## src/rtl/lcd_text_fifo.sv

```systemverilog
// lcd_text_fifo: byte FIFO and LCD cursor tracker that feeds lcd_ctrl via val/rdy
// Ports: clk, rst_n (asynchronous, active-low)
//   in_val/in_rdy/in_char : producer byte stream, in_rdy = !full
//   out_val/out_rdy/out_bits : lcd_ctrl side; char, 0xFF = clear, 0xC0 = move to line 1 col 0
//   level : FIFO occupancy
// Define LCD_AUTOWRAP_EN to continue text past column COLS-1 on the next line.
module lcd_text_fifo #(
  parameter int DEPTH = 32,
  parameter int COLS  = 16
) (
  input  logic                       clk,
  input  logic                       rst_n,
  input  logic                       in_val,
  output logic                       in_rdy,
  input  logic [7:0]                 in_char,
  input  logic                       out_rdy,
  output logic                       out_val,
  output logic [7:0]                 out_bits,
  output logic [$clog2(DEPTH+1)-1:0] level
);
  localparam int AW = $clog2(DEPTH);
  localparam int LW = $clog2(DEPTH + 1);
  localparam int CW = $clog2(COLS + 1);
`ifdef LCD_AUTOWRAP_EN
  typedef enum logic [1:0] {IDLE, SEND, WRAP, SEND2} state_t;
`else
  typedef enum logic {IDLE, SEND} state_t;
`endif
  state_t        r_state, w_state_nx;
  logic [7:0]    r_mem [DEPTH];
  logic [LW-1:0] r_wr_ptr, r_rd_ptr;
  logic          r_out_val, w_out_val_nx;
  logic [7:0]    r_out_bits, w_out_bits_nx, w_head, w_nl_cmd;
  logic          r_line, w_line_nx, w_adv_line;
  logic [CW-1:0] r_col, w_col_nx, w_adv_col;
  logic          w_pop, w_push, w_xfer, w_print, w_room, w_empty;
  assign level    = r_wr_ptr - r_rd_ptr;
  assign in_rdy   = level != LW'(DEPTH);
  assign w_empty  = level == '0;
  assign w_push   = in_val && in_rdy;
  assign w_head   = r_mem[r_rd_ptr[AW-1:0]];
  assign w_xfer   = r_out_val && out_rdy;
  assign w_print  = w_head >= 8'h20 && w_head <= 8'h7E;
  assign w_room   = r_col < CW'(COLS);
  // a newline on line 1 clears the screen instead of moving to a nonexistent line 2
  assign w_nl_cmd = r_line ? 8'hFF : 8'hC0;
  // cursor once the command now held in out_bits has been accepted by lcd_ctrl
  assign w_adv_line = (r_out_bits == 8'hFF) ? 1'b0 : (r_out_bits == 8'hC0) ? 1'b1 : r_line;
  assign w_adv_col  = (r_out_bits == 8'hFF || r_out_bits == 8'hC0) ? '0 : w_room ? r_col + CW'(1) : r_col;
  assign out_val  = r_out_val;
  assign out_bits = r_out_bits;
  always_ff @(posedge clk) begin
    if (w_push) r_mem[r_wr_ptr[AW-1:0]] <= in_char;
  end
  always_comb begin
    w_state_nx    = r_state;
    w_out_val_nx  = r_out_val;
    w_out_bits_nx = r_out_bits;
    w_line_nx     = r_line;
    w_col_nx      = r_col;
    w_pop         = 1'b0;
    case (r_state)
      IDLE: if (!w_empty) begin
        w_out_val_nx = 1'b1;
        w_state_nx   = SEND;
        if (w_print && w_room) w_out_bits_nx = w_head;
        else if (w_head == 8'h0A) w_out_bits_nx = w_nl_cmd;
        else if (w_head == 8'h0C || w_head == 8'hFF) w_out_bits_nx = 8'hFF;
`ifdef LCD_AUTOWRAP_EN
        else if (w_print) begin
          w_out_bits_nx = w_nl_cmd;
          w_state_nx    = WRAP;
        end
`endif
        else begin
          w_out_val_nx = 1'b0;
          w_state_nx   = IDLE;
          w_pop        = 1'b1;
        end
      end
      SEND: if (w_xfer) begin
        w_pop        = 1'b1;
        w_out_val_nx = 1'b0;
        w_line_nx    = w_adv_line;
        w_col_nx     = w_adv_col;
        w_state_nx   = IDLE;
      end
`ifdef LCD_AUTOWRAP_EN
      // the wrapped char stays at the FIFO head until it is sent from SEND2
      WRAP: if (w_xfer) begin
        w_out_val_nx = 1'b0;
        w_line_nx    = w_adv_line;
        w_col_nx     = w_adv_col;
        w_state_nx   = SEND2;
      end
      SEND2: if (!r_out_val) begin
        w_out_val_nx  = 1'b1;
        w_out_bits_nx = w_head;
      end else if (w_xfer) begin
        w_pop        = 1'b1;
        w_out_val_nx = 1'b0;
        w_col_nx     = CW'(1);
        w_state_nx   = IDLE;
      end
`endif
      default: w_state_nx = IDLE;
    endcase
  end
  always_ff @(posedge clk or negedge rst_n) begin
    if (!rst_n) begin
      r_state    <= IDLE;
      r_wr_ptr   <= '0;
      r_rd_ptr   <= '0;
      r_out_val  <= 1'b0;
      r_out_bits <= '0;
      r_line     <= 1'b0;
      r_col      <= '0;
    end else begin
      r_state    <= w_state_nx;
      r_wr_ptr   <= r_wr_ptr + LW'(w_push);
      r_rd_ptr   <= r_rd_ptr + LW'(w_pop);
      r_out_val  <= w_out_val_nx;
      r_out_bits <= w_out_bits_nx;
      r_line     <= w_line_nx;
      r_col      <= w_col_nx;
    end
  end
endmodule

```

## config.mk

```make
export PLATFORM = sky130hd
export DESIGN_NAME = lcd_text_fifo
export DESIGN_NICKNAME = d
export VERILOG_FILES = /design/src/rtl/lcd_text_fifo.sv
export SDC_FILE = /design/constraint.sdc
export NUM_CORES = 1
export LEC_CHECK = 0
export BUFFER_PORTS_ARGS = -buffer_cell sky130_fd_sc_hd__buf_2
export CORE_MARGIN = 2
export CORE_UTILIZATION = 40
export CTS_BUF_LIST = sky130_fd_sc_hd__clkbuf_16
export DETAILED_ROUTE_END_ITERATION = 12
export PLACE_DENSITY = 0.62
export SYNTH_ARGS = -nofsm -noshare
export SYNTH_HDL_FRONTEND = slang
export SYNTH_SLANG_ARGS = --single-unit
```

## constraint.sdc

```tcl
create_clock -name clk -period 6.5 [get_ports clk]
set_clock_uncertainty 0.05 [all_clocks]
set_input_delay 1.3 -clock clk [delete_from_list [all_inputs] [get_ports clk]]
set_output_delay 1.3 -clock clk [all_outputs]
set_load 0.005 [all_outputs]
```

Word level (Yosys, flattened, before mapping):

Memories as Yosys holds them, arrays and structs flattened.
Cells that the tools add are included.

* word-level logic and storage cells: 64
* register bits: 28
* memory bits (writable): 256
* output and inout bits: 16
* memories: 1

* $lt $le $gt $ge: 3
* reduce and logical (&&, ||, !) cells: 14
* $add $sub $neg: 4
* eq/ne operators: 8
* mux-type cells: 25
* bitwise gates (word level): 2

Memories
* r_mem: words 32, bits a word 8, read ports 1, clocked after Yosys merged registers in 0, write ports 1, line 30 `logic [7:0] r_mem [DEPTH];`

Operator list (number)
* == test 8 bit, second input constant: 3
* two-way mux 8 bit: 3
* == test 8 x 4 -> 1 bit, second input constant: 2
* two-way mux 1 bit: 16
* adder 6 x 1 -> 6 bit: 2
* two-way mux 5 bit: 2
* AND reduction 3 bit: 3
* >= comparator 8 x 6 -> 1 bit, second input constant: 1
* <= comparator 8 x 7 -> 1 bit, second input constant: 1
* logical NOT 6 bit: 1
* two-way mux 6 bit: 1
* inequality test 6 bit, second input constant: 1
* one-hot mux 1 bit (2 select lines): 3
* subtractor 6 bit: 1
* adder 5 x 1 -> 5 bit, second input constant: 1
* less-than comparator 5 bit, second input constant: 1
* logical AND 1 bit: 4
* nonzero test 2 bit: 2
* nonzero test 3 bit: 1
* logical OR 1 bit: 2
* inequality test 2 x 1 -> 1 bit, second input constant: 1
* inequality test 2 bit, second input constant: 1
* NOT 1 bit: 2
* AND reduction 2 bit: 1

Depth between registers and ports, before layout:

An unclocked memory read counts as a cell.

* word-level depth: 9
* gate-level depth with buffers: 16
* depth with buffers taken out: 14

Worst setup path after synthesis:

OpenSTA, ideal clock, no wires.

* kind: flip-flop to output port
* start point: register r_rd_ptr[2]
* end point: output in_rdy
* data arrival time: 2.128 ns
* required time: 5.150 ns
* slack: 3.022 ns
* cell stages (with the launch flop): 9
* cell sequence: dfrtp_1 > buf_4 > buf_4 > buf_4 > inv_1 > ha_1 > xnor2_1 > or3_1 > or4_1

* word-level cells in the longest chain between the ends: 2

RTL lines
* start, declared: line 31 `logic [LW-1:0] r_wr_ptr, r_rd_ptr;`
* start signal, assigned: line 121 `r_rd_ptr <= r_rd_ptr + LW'(w_pop);`
* subtractor 6 bit: line 37 `assign level = r_wr_ptr - r_rd_ptr;`
* via level[2]: line 19 `output logic [$clog2(DEPTH+1)-1:0] level`
* inequality test 6 bit: line 38 `assign in_rdy = level != LW'(DEPTH);`
* end, declared: line 14 `output logic in_rdy,`

The timed path passes the listed nets, and every way through them passes these cells.

Final worst setup path:

* start point: register r_rd_ptr[0]
* end point: register r_rd_ptr[4]

* word-level cells in the longest chain between the ends: 9
* elaborated cells between the ends (all ways): 17

RTL lines (line)
* branches (longest 8 deep; another with memory (32 x 8 bit))
* adder 6 x 1 -> 6 bit *: 121

Mark *: on every way between the ends.
A chain may end at the register's enable or synchronous reset.

==> impl_summary.txt <==
----------------------------------------------------
[Power]
  Total power per unit cell area ... 450 nW/µm²
  Tot Pwr ... 5.81 mW
  P_leak ... 4.37 nW
  Worst-case vdd ir drop ... 0.191 mV

[Synthesis]
  Number of enable flip-flop cells after synthesis ... 256
  Biggest area consumer among synthesized cells ... sky130_fd_sc_hd__edfxtp_1
  Mapped Nets ... 650
  Cells after Synth ... 627
  Seq cells post-synth ... 284
  Number of synthesis warnings ... 0
  Async set-or-reset flop fraction in the synthesized netlist ... 0.0986
  Average size of a mapped cell ... 18.7 µm²
  Cell with the most instances after synthesis ... sky130_fd_sc_hd__edfxtp_1
  Most used flip-flop cell after synthesis ... sky130_fd_sc_hd__edfxtp_1
  Synth top area cells ... sky130_fd_sc_hd__edfxtp_1, sky130_fd_sc_hd__dfrtp_1, sky130_fd_sc_hd__mux4_2
  Top post-synthesis cells by count ... sky130_fd_sc_hd__edfxtp_1, sky130_fd_sc_hd__nor2_1, sky130_fd_sc_hd__mux2i_1
  Synth Cell Area ... 11700 µm²
  Share of Yosys cell area claimed by the top area cell type ... 0.655
  Distinct cell type count after synthesis ... 61
  Portion of the post-synthesis area used by sequential elements ... 0.715

[Critical path]
  Worst Path Arrival ... 5200 ps
  Number of buffers and inverters on the critical path ... 1
  Slowest cell on the critical path ... sky130_fd_sc_hd__dfrtp_4
  Cells along the critical path ... buf_4 -> mux4_1 -> a22o_1 -> a211oi_1 -> o22ai_1 -> nor4_1 -> o2bb2ai_1 -> nor2_1 -> o22a_1 -> ha_1 -> ha_1 -> nand3_1 -> xnor2_1
  Endpoint kind of the worst setup timing path ... register
  Biggest fanout along the worst timing path ... 52
  Critical path type ... reg -> reg
  Critical path startpoint category ... register
  Most used cell, CP ... sky130_fd_sc_hd__ha_1
  Cell family with most CP delay ... compound AO/OA/AOI/OAI gates
  Slowest Stage Delay on Critical Path ... 1020 ps
  Critical path required time ... 6860 ps

[Timing]
  Final setup violation count ... 0
  Final Max Tran Viols ... 0
  Rel. slew slack ... 0.0703
  Final Hold Violating Endpoints ... 0
  TNS Setup ... 0 ps
  Clock period minus worst slack ... 4850 ps
  Unrepaired setup endpoints after global routing ... no
  Worst slew pin tran ... 1390 ps
  Fin crit share ... 0.746
  Upper clock frequency limit ... 206 MHz

[Clock network]
  Post-CTS setup buffers ... 0
  CTS root buffer ... sky130_fd_sc_hd__clkbuf_16
  Count of instances resized after the clock tree is built ... 0
  Cts bufs inserted ... 28
  Clock insertion delay at the later pin of the skew report ... 540 ps
  Hold buffer count at cts ... 0
  TritonCTS clock tree ... built
  Clock sinks ... 284
  Clock Path Buffers ... 3
  H-Tree Depth ... 1
  Clk pin slew, worst setup/hold paths ... 60 ps

[GRT]
  Number of antenna violations at the first check in global routing ... 0
  GR Util All Layers ... 0.169
  Pin count of the biggest net entering global routing ... 53
  Grt total ovfl ... 0
  First-pass GRT wire length ... 38.8 mm
  Vias in the first global route ... 6058

[Die]
  Initial Util ... 0.408
  Top-level port count ... 28
  Number of rows created at floorplan ... 62
  Area of the core region ... 28800 µm²
  Die X-Extent ... 175 µm
  Die Span Y ... 175 µm
  Die Footprint ... 30700 µm²

[Finish]
  Fraction of final layout cells sized beyond drive strength 1 ... 0.172
  Nets ... 681
  Area added between synthesis and finish ... 10.2%
  Ant diodes ... 0

[Route]
  Drt drc ... 0
  Remaining antenna violation count ... 0
  Via Count ... 6036
  Iteration-0 DRC count of the detailed router ... 606
  Number of iterations in the first detailed-routing pass ... 5
  Detail-routed via count per cell ... 5.68
  Detailed-route wire length ... 25.7 mm
  Mean routed wirelength per cell ... 24.2 µm

[Hold path]
  Classification of the worst-slack hold path ... reg -> reg

[Status]
  Result of the run ... completed

[Run]
  Max-capacitance violation count ... 0

[Place]
  Count of port buffers added during placement ... 27
  Post-detailed-placement half-perimeter wirelength ... 16.3 mm
  Global placer's final weighted congestion ... 0.848

----------------------------------------------------
## worst reg2reg max path: stages (launching register included)
cell and delay [ps]:
sky130_fd_sc_hd__dfrtp_4 1020, sky130_fd_sc_hd__buf_4 600, sky130_fd_sc_hd__mux4_1 690, sky130_fd_sc_hd__a22o_1 270
sky130_fd_sc_hd__a211oi_1 450, sky130_fd_sc_hd__o22ai_1 140, sky130_fd_sc_hd__nor4_1 290, sky130_fd_sc_hd__o2bb2ai_1 260
sky130_fd_sc_hd__nor2_1 80, sky130_fd_sc_hd__o22a_1 220, sky130_fd_sc_hd__ha_1 230, sky130_fd_sc_hd__ha_1 230
sky130_fd_sc_hd__nand3_1 110, sky130_fd_sc_hd__xnor2_1 70
## where the power goes
| group | internal (mW) | total, mW | switching, mW |
|---|---|---|---|
| registers | 2.18 | 2.43 | 0.246 |
| logic | 0.856 | 1.95 | 1.09 |
| clock network | 0.798 | 1.44 | 0.638 |
| total | 3.84 | 5.81 | 1.97 |
## cell families (layout without fill, tap and decap cells)
family | after synthesis | after routing | share of synthesized area
AND/OR/NAND/NOR | 106 | 106 | 0.0450
multiplexers | 95 | 95 | 0.140
buffers and inverters | 40 | 92 | 0.0265
adder cells (fa/ha/maj) | 11 | 11 | 0.0124
XOR/XNOR | 13 | 13 | 0.00970
flip-flops | 284 | 284 | 0.715
AO/OA/AOI/OAI | 78 | 78 | 0.0519
## cell type report
| class | count | area, µm² |
|---|---|---|
| inverters | 10 | 37.5 |
| clock buffers | 29 | 726 |
| clock inverters | 22 | 93.8 |
| multi-input cells | 303 | 3040 |
| well taps | 384 | 480 |
| flip-flops and latches | 284 | 8390 |
| fillers | 2406 | 15800 |
| repair buffers | 31 | 165 |
## state kept, by name, summed over array words and instances (netlist names)
name / flops
out_bits: 8
r_rd_ptr: 6
r_col: 5
r_mem: 256
out_val: 1
r_wr_ptr: 6
r_line: 1
r_state: 1
## worst paths after layout
| path | slack (ps) | cells after the start | startpoint | end |
|---|---|---|---|---|
| min | 440 | 1 | r_wr_ptr[5]$_DFF_PN0_ | r_wr_ptr[5]$_DFF_PN0_ |
| min in group asynchronous | 760 | 1 | rst_n | out_bits[0]$_DFFE_PN0P_ |
| max in group asynchronous | 5140 | 1 | rst_n | r_rd_ptr[0]$_DFF_PN0_ |
| max reg2reg | 1650 | 13 | r_rd_ptr[0]$_DFF_PN0_ | r_rd_ptr[4]$_DFF_PN0_ |
| max | 1650 | 13 | r_rd_ptr[0]$_DFF_PN0_ | r_rd_ptr[4]$_DFF_PN0_ |
| min reg2reg | 440 | 1 | r_wr_ptr[5]$_DFF_PN0_ | r_wr_ptr[5]$_DFF_PN0_ |
## per-layer routing
layer / part of all wire / track usage
met5: 0 / 0
met4: 0.024 / 0.0462
met3: 0.069 / 0.0268
met2: 0.47 / 0.270
met1: 0.43 / 0.242
## cells in the final DEF, fill, tap and decap left out, types with 8 or more instances in the layout
master,instances
sky130_fd_sc_hd__edfxtp_1,256
sky130_fd_sc_hd__nor2_1,43
sky130_fd_sc_hd__mux2i_1,34
sky130_fd_sc_hd__mux4_2,29
sky130_fd_sc_hd__clkbuf_16,29
sky130_fd_sc_hd__buf_2,27
sky130_fd_sc_hd__dfrtp_1,26
sky130_fd_sc_hd__inv_1,20
sky130_fd_sc_hd__mux4_1,19
sky130_fd_sc_hd__o221ai_1,14
sky130_fd_sc_hd__a22o_1,13
sky130_fd_sc_hd__nand2_1,13
sky130_fd_sc_hd__nand3_1,12
sky130_fd_sc_hd__a211oi_1,12
sky130_fd_sc_hd__mux2_2,12
sky130_fd_sc_hd__ha_1,10
sky130_fd_sc_hd__a21oi_1,8
## metrics by stage
| step | hold WS (ps) | utilization | setup slack [ps] | cell area, µm² | std cells |
|---|---|---|---|---|---|
| floorplan | 410 | - | 3020 | 11700 | 627 |
| CTS | 440 | 0.449 | 1660 | 12900 | 1063 |
| detailed placement | 427 | 0.421 | 1670 | 12100 | 1012 |
| global placement | 426 | 0.421 | 1740 | 12100 | 1012 |
| finish | 445 | 0.449 | 1650 | 12900 | 1063 |
| global route | 465 | 0.449 | 1370 | 12900 | 1063 |
No activity file was read; power rests on OpenSTA's default activity.
